<file path="src/rtl/bus_arb_pkg.sv">
// bus_arb_pkg: shared constants for the two-master memory arbiter.
//   BUS_M0 / BUS_M1   : master IDs used for the read-owner and last-grant state
//   BUS_STARVE_LIMIT  : default for the fixed-priority starvation escape
//   gnt_vec_t         : one-hot grant vector, bit i = master i
package bus_arb_pkg;

   localparam logic BUS_M0 = 1'b0;
   localparam logic BUS_M1 = 1'b1;

   localparam int BUS_STARVE_LIMIT = 4;

   typedef logic [1:0] gnt_vec_t;

endpackage

</file>
<file path="src/rtl/bus_arb_sel.sv">
// bus_arb_sel: combinational winner pick for bus_arb.
// Ports:
//   req      : request vector, bit 0 = m0 (fetch), bit 1 = m1 (load/store)
//   last_ptr : master granted most recently (round-robin only)
//   starve   : m0 wait counter has reached its limit (fixed priority only)
//   gnt      : one-hot grant, all zero when nothing is requested
// Build option: BUS_ARB_RR_EN selects round-robin; otherwise fixed priority
// (m1 over m0) with a starvation escape for m0.
module bus_arb_sel
   import bus_arb_pkg::*;
(
   input  logic     [1:0] req,
   input  logic           last_ptr,
   input  logic           starve,
   output gnt_vec_t       gnt
);

`ifdef BUS_ARB_RR_EN
   // Starvation cannot occur with round-robin, so the flag is ignored.
   logic unused_starve;
   assign unused_starve = starve;

   always_comb begin
      gnt = 2'b00;
      if (req == 2'b11) begin
         gnt = (last_ptr == BUS_M0) ? 2'b10 : 2'b01;
      end else begin
         gnt = req;
      end
   end
`else
   logic unused_last_ptr;
   assign unused_last_ptr = last_ptr;

   always_comb begin
      gnt = 2'b00;
      if (starve && req[0]) begin
         gnt = 2'b01;
      end else if (req[1]) begin
         gnt = 2'b10;
      end else if (req[0]) begin
         gnt = 2'b01;
      end
   end
`endif

endmodule

</file>
<file path="src/rtl/bus_arb.sv">
// bus_arb: arbitrates an instruction-fetch master (m0, read-only) and a
// load/store master (m1) onto one single-port memory whose read data
// arrives one cycle after the access.
// Ports:
//   clk_in, reset_in                  : clock, async active-low reset
//   m0_req/addr, m0_gnt/rvalid/rdata  : fetch master
//   m1_req/we/addr/wdata, m1_gnt/...  : load/store master
//   s_ce/we/addr/wdata, s_rdata_in    : shared memory port
//   stallreq_out                      : some requesting master was not granted
// Build option: define BUS_ARB_RR_EN for round-robin arbitration; the
// default build uses fixed priority (m1 first) with an m0 starvation escape.
// Grants are combinational; request payload is never latched, so a master
// must hold it until granted.
module bus_arb
   import bus_arb_pkg::*;
#(
   parameter int ADDR_WIDTH   = 32,
   parameter int DATA_WIDTH   = 32,
   parameter int STARVE_LIMIT = BUS_STARVE_LIMIT
) (
   input  logic                  clk_in,
   input  logic                  reset_in,
   input  logic                  m0_req_in,
   input  logic [ADDR_WIDTH-1:0] m0_addr_in,
   output logic                  m0_gnt_out,
   output logic                  m0_rvalid_out,
   output logic [DATA_WIDTH-1:0] m0_rdata_out,
   input  logic                  m1_req_in,
   input  logic                  m1_we_in,
   input  logic [ADDR_WIDTH-1:0] m1_addr_in,
   input  logic [DATA_WIDTH-1:0] m1_wdata_in,
   output logic                  m1_gnt_out,
   output logic                  m1_rvalid_out,
   output logic [DATA_WIDTH-1:0] m1_rdata_out,
   output logic                  s_ce_out,
   output logic                  s_we_out,
   output logic [ADDR_WIDTH-1:0] s_addr_out,
   output logic [DATA_WIDTH-1:0] s_wdata_out,
   input  logic [DATA_WIDTH-1:0] s_rdata_in,
   output logic                  stallreq_out
);

   gnt_vec_t sel_gnt;
   gnt_vec_t gnt;
   logic     starve;
   logic     last_ptr;
   logic     rd_valid;
   logic     rd_owner;
   logic     rd_grant;

   bus_arb_sel u_sel (
      .req      ({m1_req_in, m0_req_in}),
      .last_ptr (last_ptr),
      .starve   (starve),
      .gnt      (sel_gnt)
   );

   // Gating with reset keeps grants, memory strobes and stall low during
   // reset and stops a read issued in that cycle from being captured.
   assign gnt        = sel_gnt & {2{reset_in}};
   assign m0_gnt_out = gnt[0];
   assign m1_gnt_out = gnt[1];

   assign s_ce_out    = |gnt;
   assign s_we_out    = gnt[1] & m1_we_in;
   assign s_addr_out  = gnt[1] ? m1_addr_in : (gnt[0] ? m0_addr_in : '0);
   assign s_wdata_out = gnt[1] ? m1_wdata_in : '0;

   assign stallreq_out = reset_in &
                         ((m0_req_in & ~gnt[0]) | (m1_req_in & ~gnt[1]));

   // m0 is read-only, so any m0 grant is a read.
   assign rd_grant = gnt[0] | (gnt[1] & ~m1_we_in);

   always_ff @(posedge clk_in or negedge reset_in) begin
      if (!reset_in) begin
         rd_valid <= 1'b0;
         rd_owner <= BUS_M0;
         last_ptr <= BUS_M0;
      end else begin
         rd_valid <= rd_grant;
         if (rd_grant) begin
            rd_owner <= gnt[1] ? BUS_M1 : BUS_M0;
         end
         if (|gnt) begin
            last_ptr <= gnt[1] ? BUS_M1 : BUS_M0;
         end
      end
   end

   assign m0_rvalid_out = rd_valid & (rd_owner == BUS_M0);
   assign m1_rvalid_out = rd_valid & (rd_owner == BUS_M1);
   assign m0_rdata_out  = m0_rvalid_out ? s_rdata_in : '0;
   assign m1_rdata_out  = m1_rvalid_out ? s_rdata_in : '0;

`ifdef BUS_ARB_RR_EN
   assign starve = 1'b0;
`else
   localparam int CNT_W = $clog2(STARVE_LIMIT + 1);

   logic [CNT_W-1:0] wait_cnt;

   assign starve = (wait_cnt == CNT_W'(STARVE_LIMIT));

   // Counts consecutive denied m0 cycles; a withdrawn request or an m0
   // grant restarts the count, and it holds at the limit instead of wrapping.
   always_ff @(posedge clk_in or negedge reset_in) begin
      if (!reset_in) begin
         wait_cnt <= '0;
      end else if (!m0_req_in || gnt[0]) begin
         wait_cnt <= '0;
      end else if (!starve) begin
         wait_cnt <= wait_cnt + CNT_W'(1);
      end
   end
`endif

endmodule

</file>
<file path="config.mk">
export PLATFORM = sky130hd
export DESIGN_NAME = bus_arb
export DESIGN_NICKNAME = d
export VERILOG_FILES = /design/src/rtl/bus_arb_pkg.sv /design/src/rtl/bus_arb_sel.sv /design/src/rtl/bus_arb.sv
export SDC_FILE = /design/constraint.sdc
export NUM_CORES = 1
export LEC_CHECK = 0
export ABC_AREA = 1
export ABC_CLOCK_PERIOD_IN_PS = 4200
export BUFFER_PORTS_ARGS = -buffer_cell sky130_fd_sc_hd__buf_2
export CORE_AREA = 2 2 103 105
export DETAILED_ROUTE_END_ITERATION = 10
export DIE_AREA = 0 0 105 107
export GPL_TIMING_DRIVEN = 0
export HOLD_SLACK_MARGIN = 0.03
export PLACE_DENSITY_LB_ADDON = 0.12
export SLEW_MARGIN = 30
export SYNTH_ARGS = -nofsm -noshare
export SYNTH_HDL_FRONTEND = slang
export SYNTH_SLANG_ARGS = --single-unit
</file>
<file path="constraint.sdc">
create_clock -name clk_in -period 4.2 [get_ports clk_in]
set_clock_uncertainty 0.2 [all_clocks]
set_input_delay 0 -clock clk_in [delete_from_list [all_inputs] [get_ports clk_in]]
set_output_delay 0 -clock clk_in [all_outputs]
set_load 0.05 [all_outputs]
</file>
==> qor.yml, run 1 <==
status: "complete, no violations"
cts_hold_buf: 6
slew_viol_final: 0
hold_class: "in2out"
core_area_mm2: 0.0101
ios: 268
hold_viol: 0
rsz0062_at_grt: "false"
cts-htree-levels: 1
internal-power_uw: 254
start_kind: "register"
worst_hold_path.num_cells: 4
synth_compound_area_share_pct: 1.05
synth_top_family_by_area: "simple AND/OR/NAND/NOR gates"
synth.ff_latch_count: 5
p_sw_uw: 394
cp.required_ns: 4.00
drive_gt1_share_pct: 50.3
n_fill_cell: 1161
clk_pin_slew_worst_paths_ns: 0.03
grt-ovfl-total: 0
dr.pass1.iters: 3
clockBufferDepth: 2
tns_ns: 0
crit_family: "buffers and inverters"
grt_pass1_vias: 2341
first_iter_violations: 127
grt_max_degree: 11
hpwlAfterDp_um: 6040
synthAdderAreaFrac_pct: 1.75
fin_nets: 727
avgRoutedWirePerCell_um: 9.41
seqPwrFrac_pct: 9.2
p_sw_share_pct: 60.8
synth_nets: 449
synth.cell_area_mm2: 0.00143
wirelength_um: 6840
cp_slowest_cell: "dfrtp_1"
total_power_uw: 648
die_x_um: 105
worstMarginPinSlew_ns: 0.411
powerDensity_mw_per_mm2: 213
postRouteAntennaNets: 0
max_stage_delay_ns: 0.39
initial_core_util_pct: 14.1
clk_latency_ns: 0.22
clock_sink_count: 5
rows: 37
finalWorstPathRequiredPeriod_ns: 2.01
antenna_found_initial: 0
area_growth_pct: 113
drv_cap: 0
vias: 2638
max_freq_mhz: 498
fin_crit_sh_pct: 47.8
setup_viol: 0
worst-path-buf-inv: 4
reg2reg_depth: 8
cts_resized: 0
critPathCaptureType: "primary output"
cp.arrival_ns: 1.81
routabilityCongestion: 0.712
ys_warn_count: 0
power_frac_comb_pct: 77.2
crit_cells: 10
ys_seq_area_share_pct: 8.77
vdd_drop_max_uv: 56.6
cp_max_fo: 10
synth_xor_area_share_pct: 0.614
cts_buffers: 3
avgViaCountPerCell: 3.63
fp.dieH_um: 107
critPathKind: "reg2out"
fp.dieArea_mm2: 0.0112
synthMuxAreaShare_pct: 0
grt_usage_pct: 11.2
synthSimpleGateAreaFrac_pct: 59.5
syn_avg_cell_area_um2: 4.54
post-cts-setup-buffers: 0
port_buffers: 267
synthCells: 314
synth.distinct_cells: 19
clkPwrFrac_pct: 13.6
drc_errors: 0
cts-root-buf: "clkbuf_8"
leakage_nw: 2.35
crit_top_cell: "nand2_1"
antenna_cells: 0
cp_cell_sequence: "inv_1, ha_1, nand2_1, nand2_1, nand2_4, clkinv_4, buf_6, nand2_1, nand2_1, buf_2"
cts_tree: "yes"
relSlewSlack_pct: 72.6
grt_pass1_wl_um: 10400
[worst paths after layout]
kind | startpoint | to | slack, ns
worst max-delay path | wait_cnt[0] | s_addr_out[3] | 2.19
worst min-delay path | m1_wdata_in[31] | s_wdata_out[31] | 0.16
worst max register to register | wait_cnt[0] | rd_owner | 2.22
worst min register to register | wait_cnt[1] | wait_cnt[1] | 0.31
max in group asynchronous | reset_in | rd_valid | 3.00
min in group asynchronous | reset_in | wait_cnt[0] | 0.60
[power groups by stage]
stage | sequential [mW] | combinational [mW] | clock (mW)
6_report | 0.0599 | 0.500 | 0.0882
5_1_grt | 0.0611 | 0.536 | 0.0945
4_1_cts | 0.0597 | 0.506 | 0.0909
3_5_place_dp | 0.0601 | 0.498 | 0
3_3_place_gp | 0.0603 | 0.498 | 0
2_1_floorplan | 0.0591 | 0.351 | 0
[flip-flops by register name, summed over array words and instances, names as in the netlist]
name and count:
rd_valid 1, wait_cnt 3, rd_owner 1
[worst min-delay path, cell delays in order]
cell    delay, ns
buf_2        0.09
inv_1        0.04
nor2_1       0.03
buf_2        0.20
[stage by stage]
| step | std cells | worst slack, ns | utilization, % | hold slack, ns | cell area (um^2) |
|---|---|---|---|---|---|
| final | 727 | 2.19 | 30.1 | 0.164 | 3040 |
| after CTS | 727 | 2.16 | 30.1 | 0.164 | 3040 |
| after floorplan | 314 | 1.86 | - | -0.496 | 1430 |
| after global placement | 717 | 2.42 | 29.1 | -0.349 | 2930 |
| after detailed placement | 717 | 2.42 | 29.1 | -0.354 | 2930 |
| after global routing | 727 | 2.04 | 30.1 | 0.175 | 3040 |
[cell usage in the layout (no fill, tap or decap), drive strengths merged]
cell           n
clkbuf         7
xnor2          1
nand3          1
nand2        110
inv           73
ha             2
a21oi          1
dlygate4sd3    6
dfrtp          5
buf          279
o21ai          2
nor2         100
clkinv         2
nand4          2
[kinds of logic after synthesis]
group                      after synthesis
DFF                                      5
adders and majority gates                2
and+or+nand+nor                        213
buffers and inverters                   90
xor gates and xnor gates                 1
AOI/OAI and AO/OA                        3
[cell usage after synthesis]
| cell type | n | area, um^2 |
|---|---|---|
| nor2_1 | 100 | 375 |
| o21ai_0 | 2 | 10.0 |
| nand2_2 | 9 | 56.3 |
| clkinv_4 | 1 | 8.76 |
| nand2_4 | 2 | 22.5 |
| buf_12 | 1 | 20.0 |
| clkinv_1 | 1 | 3.75 |
| ha_1 | 2 | 25.0 |
| buf_2 | 6 | 30.0 |
| a21oi_1 | 1 | 5.00 |
| nand4_1 | 2 | 12.5 |
| xnor2_1 | 1 | 8.76 |
| inv_2 | 2 | 7.51 |
| nand3_2 | 1 | 10.0 |
| nand2_1 | 99 | 372 |
| clkbuf_1 | 3 | 11.3 |
| inv_1 | 71 | 267 |
| dfrtp_1 | 5 | 125 |
| buf_6 | 5 | 56.3 |
[area by class of cell]
class	instances	area, um^2	share of cell area (%)
tap	136	170	5.60
timing repair buffer	273	1400	46.0
buffer	15	118	3.87
multi-input combinational	219	897	29.5
inverter	75	287	9.43
sequential	5	125	4.12
clock buffer	4	45.0	1.48
[layer usage]
metal | wire [um] | share of wire (%) | global-route usage (%) | vias up
met2 | 3720 | 54 | 23.0 | 143
met1 | 2340 | 34 | 10.7 | 1072
met3 | 728 | 11 | 3.40 | 5
met4 | 53 | 0.77 | 2.57 | 0
li1 | - | - | - | 1418
met5 | 0 | 0 | 0 | -
No activity file was read; power rests on OpenSTA's default activity.
==> run 2: changes to the inputs <==
--- a/config.mk
+++ b/config.mk
@@ -6,7 +6,7 @@
 export NUM_CORES = 1
 export LEC_CHECK = 0
 export ABC_AREA = 1
-export ABC_CLOCK_PERIOD_IN_PS = 4200
+export ABC_CLOCK_PERIOD_IN_PS = 1950
 export BUFFER_PORTS_ARGS = -buffer_cell sky130_fd_sc_hd__buf_2
 export CORE_AREA = 2 2 103 105
 export DETAILED_ROUTE_END_ITERATION = 10
==> constraint.sdc (replaced) <==
create_clock -name clk_in -period 1.95 [get_ports clk_in]
set_clock_uncertainty 0.2 [all_clocks]
set_input_delay 0 -clock clk_in [delete_from_list [all_inputs] [get_ports clk_in]]
set_output_delay 0 -clock clk_in [all_outputs]
set_load 0.05 [all_outputs]
==> qor.yml, run 2 (synthesized netlist as in run 1, its figures left out) <==
status: "complete, no violations"  # unchanged
fin_nets: 727  # unchanged
cp_slowest_cell: "dfrtp_1"  # unchanged
p_sw_share_pct: 59.7  # was 60.8%
cp.arrival_ns: 1.64  # was 1.81 ns
multi_input_area_um2: 915  # was 897 um^2
p_sw_uw: 860  # was 394 uW
seqPwrFrac_pct: 9.0  # was 9.2%
dp_slack_ns: 0.163  # was 2.42 ns
cts_buffers: 3  # unchanged
cts-root-buf: "clkbuf_8"  # unchanged
hpwlAfterDp_um: 6020  # was 6040 um
leakage_nw: 2.36  # was 2.35 nW
first_iter_violations: 128  # was 127
cp.required_ns: 1.75  # was 4.00 ns
drv_cap: 0  # unchanged
r2r_end: "wait_cnt[0]"  # was rd_owner
finalWorstPathRequiredPeriod_ns: 1.84
grt-ovfl-total: 0  # unchanged
grt_max_degree: 11  # unchanged
crit_top_cell: "nand2_1"  # unchanged
cts_tree: "yes"  # unchanged
postRouteAntennaNets: 0  # unchanged
postPlaceCellArea_mm2: 0.00294  # was 0.00293 mm^2
critPathCaptureType: "primary output"  # unchanged
relSlewSlack_pct: 71.8  # was 72.6%
area_growth_pct: 121  # was 113%
grt_pass1_wl_um: 10400  # about the same
grt_usage_pct: 11.1  # was 11.2%
area.sequential_um2: 125  # unchanged
n_fill_cell: 1183  # was 1,161
layout_common_cells: "241 x buf_2, 99 x nor2_1, 98 x nand2_1"  # was 273 x buf_2, 100 x nor2_1, 99 x nand2_1
clk_pin_slew_worst_paths_ns: 0.03  # about the same
cp_max_fo: 10  # unchanged
setup_viol: 0  # unchanged
fp.dieArea_mm2: 0.0112  # unchanged
max_flop_register: "wait_cnt"  # unchanged
clkPwrFrac_pct: 13.1  # was 13.6%
avgRoutedWirePerCell_um: 9.42  # was 9.41 um
avgViaCountPerCell: 3.63  # about the same
cts-htree-levels: 1  # unchanged
worst_slack_ns: 0.112  # was 2.19 ns
vdd_drop_max_uv: 134  # was 56.6 uV
ff2ff_setup_slack_ns: 0.47  # was 2.22 ns
powerDensity_mw_per_mm2: 456  # was 213 mW/mm^2
fin_crit_sh_pct: 94.3
slew_viol_final: 0  # unchanged
reg.largest.list: "wait_cnt: 3 flops, rd_owner: 1 flops, rd_valid: 1 flops"  # unchanged
largest_reg_flops: 3  # unchanged
clk_latency_ns: 0.22  # about the same
routabilityCongestion: 0.785  # was 0.712
grt_pass1_vias: 2362  # was 2,341
clockBufferDepth: 2  # unchanged
vias: 2636  # was 2,638
fp.dieH_um: 107  # unchanged
worstMarginPinSlew_ns: 0.423  # was 0.411 ns
ios: 268  # unchanged
core_area_mm2: 0.0101  # unchanged
r2r_start: "wait_cnt[1]"  # was wait_cnt[0]
die_x_um: 105  # unchanged
start_kind: "register"  # unchanged
antenna_cells: 0  # unchanged
final_area_mm2: 0.00316  # was 0.00304 mm^2
internal-power_uw: 581  # was 254 uW
critPathKind: "reg2out"  # unchanged
hold_viol: 0  # unchanged
initial_core_util_pct: 14.1  # unchanged
power_frac_comb_pct: 77.9  # was 77.2%
dr.pass1.iters: 7  # was 3
wirelength_um: 6850  # was 6840 um
rows: 37  # unchanged
max_freq_mhz: 544
clock_sink_count: 5  # unchanged
cp_cell_sequence: "inv_1, ha_4, nand2_2, nand2_1, nand2_4, inv_8, buf_6, nand2_1, nand2_1, buf_4"  # was inv_1, ha_1, nand2_1, nand2_1, nand2_4, clkinv_4, buf_6, nand2_1, nand2_1, buf_2
port_buffers: 267  # unchanged
drc_errors: 0  # unchanged
antenna_found_initial: 0  # unchanged
reg2reg_depth: 8  # unchanged
hold_class: "in2async"  # was in2out
max_stage_delay_ns: 0.39  # about the same
drive_gt1_share_pct: 51.3  # was 50.3%
layout_commonest_cell: "buf_2"  # unchanged
## run 2: cell count changes in the layout (fill, tap and decap cells not counted), sizes merged
| cell | delta |
|---|---|
| dlygate4sd3 | -2 |
| inv | +1 |
| clkbuf | +2 |
| clkinv | -1 |
## run 2: power by group through the flow
stage	sequential, mW	combinational, mW	clock, mW
floorplan	0.128	0.758	0
global placement	0.131	1.07	0
detailed placement	0.130	1.08	0
CTS	0.130	1.11	0.196
global route	0.133	1.20	0.204
finish	0.130	1.12	0.188
## run 2: how the worst max path moves through the flow
stage                           start               end  slack (ns)  cells past startpoint
after global routing      wait_cnt[0]     s_addr_out[5]      -0.006                     10
final                     wait_cnt[1]     s_addr_out[5]        0.11                     10
after floorplan              rd_owner  m0_rdata_out[10]       -0.11                      4
after global placement    wait_cnt[0]    s_addr_out[10]        0.16                     10
after CTS                 wait_cnt[0]    s_addr_out[10]       -0.01                     10
after detailed placement  wait_cnt[0]    s_addr_out[10]        0.16                     10
## run 2: per-layer routing
layer / global-route usage [%] / wire length (um)
met1: 10.7 / 2340
met2: 23.5 / 3860
met3: 2.61 / 622
met4: 2.29 / 24
met5: 0 / 0
## run 2: critical path, delay by kind of cell, from the launching register on
| kind | cells | cell delay, ns |
|---|---|---|
| buf+inv | 4 | 0.50 |
| flops | 1 | 0.39 |
| simple gates | 5 | 0.37 |
| fa+ha+maj | 1 | 0.15 |
## run 2: timing repair
item / 4_1_cts / 5_1_grt
endpoints found under the hold margin: 10 / 0
pin swaps: 0 / 3
endpoints found under the setup margin: 30 / 64
resized for setup: 32 / 12
buffers inserted: 0 / 2
hold buffers: 4 / 0
## run 2: final cells by class
cell class / instances / area share (%)
well taps: 136 / 5.39
inverters: 75 / 9.23
flip-flops and latches: 5 / 3.96
clock buffers: 4 / 1.43
repair buffers: 273 / 47.2
plain buffers: 15 / 3.80
multi-input cells: 219 / 29.0
## run 2: through the flow
step / util (%) / setup TNS (ns) / hold slack (ns) / std cells / total power [mW]
after floorplan: - / -3.43 / -0.496 / 314 / 0.886
after global placement: 29.1 / 0 / -0.359 / 717 / 1.20
after detailed placement: 29.1 / 0 / -0.352 / 717 / 1.21
after CTS: 30.7 / -0.0111 / 0.0454 / 725 / 1.44
after global routing: 31.3 / -0.0221 / 0.0584 / 727 / 1.54
final: 31.3 / 0 / 0.0365 / 727 / 1.44
==> run 3: changes to the inputs <==
--- a/config.mk
+++ b/config.mk
@@ -6,7 +6,7 @@
 export NUM_CORES = 1
 export LEC_CHECK = 0
 export ABC_AREA = 1
-export ABC_CLOCK_PERIOD_IN_PS = 1950
+export ABC_CLOCK_PERIOD_IN_PS = 2300
 export BUFFER_PORTS_ARGS = -buffer_cell sky130_fd_sc_hd__buf_2
 export CORE_AREA = 2 2 103 105
 export DETAILED_ROUTE_END_ITERATION = 10
@@ -14,6 +14,7 @@
 export GPL_TIMING_DRIVEN = 0
 export HOLD_SLACK_MARGIN = 0.03
 export PLACE_DENSITY_LB_ADDON = 0.12
+export SETUP_SLACK_MARGIN = 0.15
 export SLEW_MARGIN = 30
 export SYNTH_ARGS = -nofsm -noshare
 export SYNTH_HDL_FRONTEND = slang
==> constraint.sdc (replaced) <==
create_clock -name clk_in -period 2.3 [get_ports clk_in]
set_clock_uncertainty 0.2 [all_clocks]
set_input_delay 0 -clock clk_in [delete_from_list [all_inputs] [get_ports clk_in]]
set_output_delay 0 -clock clk_in [all_outputs]
set_load 0.05 [all_outputs]
==> qor.yml, run 3 (synthesized netlist as in run 1, its figures left out) <==
antenna_cells: 0  # unchanged
hpwlAfterDp_um: 6020  # unchanged
grt_usage_pct: 11.0  # was 11.1%
endpoint: "s_addr_out[5]"  # unchanged
largest_reg_flops: 3  # unchanged
hold_class: "in2out"  # was in2async
tns_ns: 0  # unchanged
dr.pass1.iters: 4  # was 7
clk_latency_ns: 0.22  # about the same
start_kind: "register"  # unchanged
rsz0062_at_grt: "false"
critPathKind: "reg2out"  # unchanged
avgRoutedWirePerCell_um: 9.35  # was 9.42 um
initial_core_util_pct: 14.1  # unchanged
n_fill_cell: 1178  # was 1,183
total_power_mw: 1.19  # was 1.44 mW
critPathCaptureType: "primary output"  # unchanged
cts_buffers: 3  # unchanged
setup.worst_path.start: "wait_cnt[0]"  # was wait_cnt[1]
ios: 268  # unchanged
hold_ws_ns: 0.164  # was 0.0365 ns
fp.dieArea_mm2: 0.0112  # unchanged
vias: 2637  # was 2,636
slew_viol_final: 0  # unchanged
fin_crit_sh_pct: 85.8
r2r_end: "rd_owner"  # was wait_cnt[0]
vdd_drop_max_uv: 113  # was 134 uV
cts-htree-levels: 1  # unchanged
wirelength_um: 6800  # was 6850 um
setup_viol: 0  # unchanged
postRouteAntennaNets: 0  # unchanged
cp.arrival_ns: 1.77  # was 1.64 ns
crit_family: "buffers and inverters"  # unchanged
area_growth_pct: 115  # was 121%
routabilityCongestion: 0.785  # unchanged
drive_gt1_share_pct: 50.6  # was 51.3%
r2r_start: "wait_cnt[0]"  # was wait_cnt[1]
hold_viol: 0  # unchanged
cp_cell_sequence: "inv_1, ha_1, nand2_2, nand2_1, nand2_4, clkinv_4, buf_6, nand2_1, nand2_1, buf_2"  # was inv_1, ha_4, nand2_2, nand2_1, nand2_4, inv_8, buf_6, nand2_1, nand2_1, buf_4
worst-path-buf-inv: 4  # unchanged
max_freq_mhz: 507
clock_sink_count: 5  # unchanged
grt-ovfl-total: 0  # unchanged
reg.largest.list: "wait_cnt: 3 flops, rd_owner: 1 flops, rd_valid: 1 flops"  # unchanged
ff2ff_setup_slack_ns: 0.34  # was 0.47 ns
max_stage_delay_ns: 0.39  # about the same
status: "complete, no violations"  # unchanged
crit_cells: 10  # unchanged
cts-root-buf: "clkbuf_8"  # unchanged
finalWorstPathRequiredPeriod_ns: 1.97
cp_slowest_cell: "dfrtp_1"  # unchanged
grt_max_degree: 11  # unchanged
placed_cells: 717  # unchanged
clk_pin_slew_worst_paths_ns: 0.03  # about the same
reg2reg_depth: 8  # unchanged
postPlaceCellArea_mm2: 0.00294  # unchanged
fin_nets: 727  # unchanged
drc_errors: 0  # unchanged
cts_tree: "yes"  # unchanged
powerDensity_mw_per_mm2: 389  # was 456 mW/mm^2
first_iter_violations: 121  # was 128
cp_max_fo: 10  # unchanged
clockBufferDepth: 2  # unchanged
core_area_mm2: 0.0101  # unchanged
relSlewSlack_pct: 71.8  # unchanged
avgViaCountPerCell: 3.63  # about the same
layout_common_cells: "266 x buf_2, 99 x nor2_1, 98 x nand2_1"  # was 241 x buf_2, 99 x nor2_1, 98 x nand2_1
worstMarginPinSlew_ns: 0.423  # unchanged
port_buffers: 267  # unchanged
fp.dieH_um: 107  # unchanged
antenna_found_initial: 0  # unchanged
final_area_mm2: 0.00306  # was 0.00316 mm^2
drv_cap: 0  # unchanged
layout_commonest_cell: "buf_2"  # unchanged
crit_top_cell: "nand2_1"  # unchanged
leakage_nw: 2.35  # was 2.36 nW
die_x_um: 105  # unchanged
max_flop_register: "wait_cnt"  # unchanged
grt_pass1_vias: 2350  # was 2,362
rows: 37  # unchanged
fin_cells: 727  # unchanged
grt_pass1_wl_um: 10400  # about the same
cp.required_ns: 2.10  # was 1.75 ns
[run 3: area by class of cell]
cell class                      instances  area, um^2  area share (%)
Inverter                               75         287            9.36
Timing Repair Buffer                  273        1410            46.2
Tap cell                              136         170            5.56
Clock buffer                            4        45.0            1.47
Sequential cell                         5         125            4.09
Multi-Input combinational cell        219         902            29.5
Buffer                                 15         118            3.84
[run 3: tightest hold or removal path: stages]
cell    delay (ns)
buf_2         0.09
inv_1         0.04
nor2_1        0.03
buf_2         0.20
[run 3: worst min path at each step]
stage                    startpoint         endpoint  slack (ns)  depth (start not counted)
global placement           reset_in      wait_cnt[0]       -0.36                          1
finish              m1_wdata_in[17]  s_wdata_out[17]        0.16                          4
global route        m1_wdata_in[27]  s_wdata_out[27]        0.18                          4
floorplan                  reset_in         rd_owner       -0.50                          0
detailed placement         reset_in      wait_cnt[1]       -0.35                          1
CTS                 m1_wdata_in[24]  s_wdata_out[24]        0.16                          4
[run 3: metrics by stage]
step	setup WS [ns]	util [%]
floorplan	0.236	-
global placement	0.508	29.1
detailed placement	0.513	29.1
CTS	0.264	30.1
global route	0.157	30.3
finish	0.327	30.3
[run 3: report_power, final]
| group | internal [mW] | leakage (nW) | switching [mW] |
|---|---|---|---|
| sequential | 0.0999 | 0.0644 | 0.0104 |
| clock | 0.119 | 0.0228 | 0.0411 |
| combinational | 0.250 | 2.26 | 0.671 |
| total | 0.468 | 2.35 | 0.722 |
[run 3: layer usage]
metal	GRT usage, %	up-vias	part of all wire, %	routed length [um]
li1	-	1416	-	-
met1	10.5	1083	34	2310
met2	23.4	136	57	3840
met3	2.67	2	9.2	623
met4	2.29	0	0.35	24
met5	0	-	0	0
[run 3: timing repair]
item                       CTS  global route
hold buffers                 6             0
hold endpoints to repair    10             0
setup endpoints to repair    0            22
setup buffers                0             0
gates resized for setup      0             8
